--- config.mk ---
export PLATFORM = sky130hd
export DESIGN_NAME = ipsum_fifo_flat
export DESIGN_NICKNAME = d
export VERILOG_FILES = /design/src/rtl/ipsum_fifo_pkg.sv /design/src/rtl/ipsum_fifo_if.sv /design/src/rtl/ipsum_fifo_mem.sv /design/src/rtl/ipsum_fifo.sv /design/src/flat_wrapper.sv
export SDC_FILE = /design/constraint.sdc
export NUM_CORES = 1
export LEC_CHECK = 0
export BUFFER_PORTS_ARGS = -buffer_cell sky130_fd_sc_hd__buf_2
export CAP_MARGIN = 30
export CORE_MARGIN = 2
export CORE_UTILIZATION = 60
export DETAILED_ROUTE_END_ITERATION = 7
export PLACE_DENSITY = 0.78
export SLEW_MARGIN = 20
export SYNTH_ARGS = -nofsm -noshare
export SYNTH_HDL_FRONTEND = slang
export SYNTH_SLANG_ARGS = --single-unit
--- constraint.sdc ---
create_clock -name clk -period 6.6 [get_ports clk]
set_input_delay 0.66 -clock clk [delete_from_list [all_inputs] [get_ports clk]]
set_output_delay 0.66 -clock clk [all_outputs]
set_load 0.01 [all_outputs]
--- src/rtl/ipsum_fifo_pkg.sv ---
// Shared types for the psum FIFOs: entry/word widths and the push/pop mode encoding.
package ipsum_fifo_pkg;

  localparam int unsigned PSUM_W = 16;
  localparam int unsigned GLB_W  = 32;

  typedef logic [PSUM_W-1:0] psum_t;
  typedef logic [GLB_W-1:0]  glb_word_t;

  typedef enum logic {
    PUSH16 = 1'b0,
    PUSH32 = 1'b1
  } push_mode_e;

endpackage

--- src/rtl/ipsum_fifo_if.sv ---
// Push/pop bus of the input-psum FIFO; IPSUM_FIFO_ERR_EN adds the sticky error flags.
interface ipsum_fifo_if
  import ipsum_fifo_pkg::*;
#(
  parameter int unsigned DEPTH = 16
) ();

  localparam int unsigned CW = $clog2(DEPTH) + 1;

  logic            push_en;
  logic            push_mod;
  glb_word_t       push_data;
  logic            full;
  logic            ready32;
  logic            pop_en;
  psum_t           pop_data;
  logic            empty;
  logic [CW-1:0]   count;
`ifdef IPSUM_FIFO_ERR_EN
  logic            ovf_err;
  logic            udf_err;
`endif

  modport master (
    output push_en, push_mod, push_data, pop_en,
    input  full, ready32, pop_data, empty, count
`ifdef IPSUM_FIFO_ERR_EN
    , input ovf_err, udf_err
`endif
  );

  modport slave (
    input  push_en, push_mod, push_data, pop_en,
    output full, ready32, pop_data, empty, count
`ifdef IPSUM_FIFO_ERR_EN
    , output ovf_err, udf_err
`endif
  );

endinterface

--- src/rtl/ipsum_fifo_mem.sv ---
// DEPTH x PSUM_W register file: two write ports (second only for 32-bit pushes), one async read.
module ipsum_fifo_mem
  import ipsum_fifo_pkg::*;
#(
  parameter int unsigned DEPTH = 16
) (
  input  logic                     clk_i,
  input  logic                     we0_i,
  input  logic [$clog2(DEPTH)-1:0] addr0_i,
  input  psum_t                    data0_i,
  input  logic                     we1_i,
  input  logic [$clog2(DEPTH)-1:0] addr1_i,
  input  psum_t                    data1_i,
  input  logic [$clog2(DEPTH)-1:0] raddr_i,
  output psum_t                    rdata_o
);

  psum_t mem_q [DEPTH];

  // The two write addresses are always consecutive, so they never collide.
  always_ff @(posedge clk_i) begin
    if (we0_i) mem_q[addr0_i] <= data0_i;
    if (we1_i) mem_q[addr1_i] <= data1_i;
  end

  assign rdata_o = mem_q[raddr_i];

endmodule

--- src/rtl/ipsum_fifo.sv ---
// Input-psum FWFT FIFO: 16- or 32-bit (two-entry) pushes, one 16-bit psum per pop.
// Optional macro IPSUM_FIFO_ERR_EN adds sticky ovf_err/udf_err flags.
module ipsum_fifo
  import ipsum_fifo_pkg::*;
#(
  parameter int unsigned DEPTH = 16
) (
  input  logic         clk,
  input  logic         rst,
  ipsum_fifo_if.slave  bus
);

  localparam int unsigned AW = $clog2(DEPTH);
  localparam int unsigned CW = AW + 1;
  localparam logic [CW-1:0] CNT_FULL   = CW'(DEPTH);
  localparam logic [CW-1:0] CNT_ALMOST = CW'(DEPTH - 1);
  localparam logic [CW-1:0] CNT_ROOM32 = CW'(DEPTH - 2);

  logic [AW-1:0] wr_ptr_q, wr_ptr_d;
  logic [AW-1:0] rd_ptr_q, rd_ptr_d;
  logic [CW-1:0] count_q, count_d;

  logic       is_empty, is_full, has_room32;
  logic       pop_acc, push16_acc, push32_acc, push_acc;
  push_mode_e mode;
  psum_t      rd_data;

  assign mode       = push_mode_e'(bus.push_mod);
  assign is_empty   = (count_q == '0);
  assign is_full    = (count_q == CNT_FULL);
  assign has_room32 = (count_q <= CNT_ROOM32);

  assign pop_acc    = bus.pop_en & ~is_empty;
  assign push16_acc = bus.push_en & (mode == PUSH16) & (~is_full | pop_acc);
  assign push32_acc = bus.push_en & (mode == PUSH32) &
                      (has_room32 | ((count_q == CNT_ALMOST) & pop_acc));
  assign push_acc   = push16_acc | push32_acc;

  always_comb begin
    wr_ptr_d = wr_ptr_q;
    rd_ptr_d = rd_ptr_q;
    count_d  = count_q;
    if (push16_acc) begin
      wr_ptr_d = wr_ptr_q + AW'(1);
      count_d  = count_d + CW'(1);
    end
    if (push32_acc) begin
      wr_ptr_d = wr_ptr_q + AW'(2);
      count_d  = count_d + CW'(2);
    end
    if (pop_acc) begin
      rd_ptr_d = rd_ptr_q + AW'(1);
      count_d  = count_d - CW'(1);
    end
  end

  always_ff @(posedge clk or posedge rst) begin
    if (rst) begin
      wr_ptr_q <= '0;
      rd_ptr_q <= '0;
      count_q  <= '0;
    end else begin
      wr_ptr_q <= wr_ptr_d;
      rd_ptr_q <= rd_ptr_d;
      count_q  <= count_d;
    end
  end

  ipsum_fifo_mem #(
    .DEPTH (DEPTH)
  ) u_mem (
    .clk_i   (clk),
    .we0_i   (push_acc),
    .addr0_i (wr_ptr_q),
    .data0_i (bus.push_data[PSUM_W-1:0]),
    .we1_i   (push32_acc),
    .addr1_i (wr_ptr_q + AW'(1)),
    .data1_i (bus.push_data[GLB_W-1:PSUM_W]),
    .raddr_i (rd_ptr_q),
    .rdata_o (rd_data)
  );

  // No write-to-read bypass: a push into an empty FIFO shows up the next cycle.
  assign bus.pop_data = is_empty ? '0 : rd_data;
  assign bus.empty    = is_empty;
  assign bus.full     = is_full;
  assign bus.ready32  = has_room32;
  assign bus.count    = count_q;

`ifdef IPSUM_FIFO_ERR_EN
  logic ovf_q, udf_q;

  always_ff @(posedge clk or posedge rst) begin
    if (rst) begin
      ovf_q <= 1'b0;
      udf_q <= 1'b0;
    end else begin
      if (bus.push_en & ~push_acc) ovf_q <= 1'b1;
      if (bus.pop_en & is_empty)   udf_q <= 1'b1;
    end
  end

  assign bus.ovf_err = ovf_q;
  assign bus.udf_err = udf_q;
`endif

endmodule

--- src/flat_wrapper.sv ---
// flat-port wrapper written by rule: the top's interface ports become plain ports
module ipsum_fifo_flat import ipsum_fifo_pkg::*;
#(
  parameter int unsigned DEPTH = 16
)
  (clk, rst, bus_push_en, bus_push_mod, bus_push_data, bus_pop_en, bus_full, bus_ready32, bus_pop_data, bus_empty, bus_count);
  ipsum_fifo_if #(.DEPTH(DEPTH)) bus_i ();
  input  logic clk;
  input  logic rst;
  input wire logic [$bits(bus_i.push_en)-1:0] bus_push_en;
  input wire logic [$bits(bus_i.push_mod)-1:0] bus_push_mod;
  input wire logic [$bits(bus_i.push_data)-1:0] bus_push_data;
  input wire logic [$bits(bus_i.pop_en)-1:0] bus_pop_en;
  output wire logic [$bits(bus_i.full)-1:0] bus_full;
  output wire logic [$bits(bus_i.ready32)-1:0] bus_ready32;
  output wire logic [$bits(bus_i.pop_data)-1:0] bus_pop_data;
  output wire logic [$bits(bus_i.empty)-1:0] bus_empty;
  output wire logic [$bits(bus_i.count)-1:0] bus_count;
  assign bus_i.push_en = bus_push_en;
  assign bus_i.push_mod = bus_push_mod;
  assign bus_i.push_data = bus_push_data;
  assign bus_i.pop_en = bus_pop_en;
  assign bus_full = bus_i.full;
  assign bus_ready32 = bus_i.ready32;
  assign bus_pop_data = bus_i.pop_data;
  assign bus_empty = bus_i.empty;
  assign bus_count = bus_i.count;
  ipsum_fifo #(.DEPTH(DEPTH)) u_core (.clk(clk), .rst(rst), .bus(bus_i));
endmodule
==> reports/summary.txt <==
worst r2r path cells: 7
GRT Resource Usage Total: 30.0%
DRT antenna net count: 0
Worst R2R End: u_core.u_mem.mem_q[7][10]
Post-synth ARST share: 4.83%
CTS clk-pin slew, worst paths: 60 ps
R2R Setup Slk: 2790 ps
grt total ovfl: 0
maximum capacitance violations: 0
clock latency on the worst-skew pair: 550 ps
port buffer count: 60
Die ar.: 0.0260 mm²
critical path endpoint category: output port
Post-Syn Area: 0.0148 mm²
#FFs+latches synth: 269
most common cell after layout, fill and taps aside: edfxtp_1
worst slew pin tran: 1040 ps
Die Width: 161 µm
sequential fraction of the synthesis area: 54.1%
Worst Clk Skew: 5.63 ps
detailed-route vias per instance: 6.89
RSZ-0062 raised after global routing: no
routability cong.: 0.810
status: finished, final reports clean
Top FF cell, synth: edfxtp_1
sw frac: 32.6%
Hold Path Class: in -> async
final slew viol count: 0
first-pass GRT wire length: 57500 µm
core area: 0.0243 mm²
critical path data arrival time: 3580 ps
Reg-to-Reg Start: u_core.bus.count[0]
post-layout min period: 4240 ps
routed length per instance: 31.0 µm
DR iter-0 viols: 978
crit start category: flip-flop
Area growth syn-to-layout: 9.09%
Int Pwr: 4020 µW
Synthesis Warnings: 0
hpwl dp: 23100 µm
pin count of the biggest net entering global routing: 68
initial antenna violation count: 1
multi-input logic area: 0.00633 mm²
Syn Inst Count: 864
Req. time, crit path: 5940 ps
drt first pass iters: 5
Placed Area: 0.0153 mm²
cts hold-fix bufs: 0
setup tns final: 0 ps
crit share post-route: 64.3%
sequential share of power: 38.1%
Final Hold Viols: 0
FILL cells: 1556
pwr/cell area: 369 mW/mm²
P_leak: 0.00579 µW
Comb pwr share: 35.3%
syn nets: 915
TritonCTS clock tree: done
Syn Area/Cell: 17.2 µm²
post-route cell area: 0.0162 mm²
number of global-route vias before repair: 8879
final wirelength: 38300 µm
CTS H-tree lvls: 1
layout cells sized above 1: 48.6%
Chip Height: 161 µm
most frequent cells in the layout: edfxtp_1, mux2_2, mux4_2
num rows: 57
Fmax achieved: 236 MHz
# IOs: 61
DR vias: 8510
Max-slew headroom: 31.0%
nets: 944
Clock Power Share: 26.7%
Synth cell types: 59
post-cts resize count: 0
critical path class: reg -> out
clock sinks: 269
setup repair bufs after CTS: 0
clock root cell: clkbuf_16
Switch Pwr: 1940 µW
Setup Viol. Count Final: 0
DRC viols: 0
Max Buffers Root-to-Sink: 3
maximum vdd ir drop: 0.000394 V
register area: 0.00802 mm²
EDFF count, synth: 256
CTS buffer count: 28
Initial Utilization: 60.9%
CP max FO: 35
[layer usage]
| metal | global-route usage, % | wire [µm] | up-vias |
|---|---|---|---|
| li1 | - | - | 3469 |
| met3 | 6.19 | 3370 | 97 |
| met4 | 10.2 | 1260 | 0 |
| met1 | 38.9 | 14300 | 4432 |
| met5 | 0 | 0 | - |
| met2 | 50.8 | 19400 | 512 |
[worst max-delay path by stage]
stage	start	endpoint	slack, ps	depth (start not counted)
3_3_place_gp	u_core.bus.count[0]	u_core.u_mem.mem_q[5][13]	2550	7
5_1_grt	u_core.rd_ptr_q[0]	bus_pop_data[10]	2130	5
2_1_floorplan	u_core.bus.count[1]	u_core.u_mem.mem_q[10][0]	3260	9
3_5_place_dp	u_core.bus.count[0]	u_core.u_mem.mem_q[7][10]	2860	7
4_1_cts	u_core.rd_ptr_q[0]	bus_pop_data[10]	2310	5
6_report	u_core.rd_ptr_q[0]	bus_pop_data[10]	2360	5
[layout make-up]
class	instances	area share (%)
multi-input combinational	502	39.1
inverter	16	0.371
clock inverter	13	1.05
sequential	269	49.6
clock buffer	35	4.50
antenna	1	0.0155
timing repair buffer	76	2.83
tap	324	2.51
[stage by stage]
| step | cells | total power [µW] | hold WS [ps] | setup WS, ps | util (%) |
|---|---|---|---|---|---|
| after floorplan | 864 | 3750 | 537 | 3260 | - |
| after global routing | 1236 | 6180 | 208 | 2130 | 66.5 |
| after detailed placement | 1187 | 4390 | 611 | 2860 | 62.8 |
| after CTS | 1235 | 5960 | 183 | 2310 | 66.5 |
| after global placement | 1182 | 4290 | 597 | 2550 | 62.5 |
| final | 1236 | 5970 | 171 | 2360 | 66.5 |
[critical path, stage by stage, from the launching register on]
cell and delay [ps]:
dfrtp_4 870, buf_4 660, mux4_2 600, mux4_2 490, and2_1 180, buf_2 130
[cells in the mapped netlist, types with 3 or more instances]
cell        n  area, µm²
nand4_1     3       18.8
o31ai_1     5       37.5
nand2_8     8        160
mux4_2     80       1800
mux2_2    139       1570
xnor2_1    12        105
o211ai_1    3       22.5
a211oi_1    3       22.5
ha_1       14        175
o21ai_0     8       40.0
edfxtp_1  256       7690
and2_1     21        131
nand2_2     8       50.1
nand2_1    30        113
nor2_1      3       11.3
buf_4       8       60.1
nand3_1     3       15.0
inv_1      16       60.1
dfrtp_1    13        325
mux2_4     72       1080
xor2_1      4       35.0
buf_2      11       55.1
clkbuf_1   46        173
mux2_1     45        507
buf_12     10        200
[power groups by stage]
stage	clock network (µW)	logic [µW]	registers (µW)
2_1_floorplan	0	1570	2180
3_3_place_gp	0	1980	2310
3_5_place_dp	0	2090	2300
4_1_cts	1590	2100	2270
5_1_grt	1660	2230	2290
6_report	1590	2110	2270
[state kept, by name, summed over array words and instances, names as in the netlist]
register	count
u_core.u_mem.mem_q	256
u_core.rd_ptr_q	4
u_core.wr_ptr_q	4
u_core.bus.count	5
[logic make-up after synthesis]
| group | count (synthesis) | synth area share [%] |
|---|---|---|
| fa+ha+maj | 14 | 1.18 |
| flops | 269 | 54.1 |
| buf+inv | 93 | 3.75 |
| compound gates | 36 | 1.97 |
| xor+xnor | 16 | 0.945 |
| simple gates | 98 | 4.53 |
| mux | 338 | 33.6 |
Power figures use the tool's default switching activity.
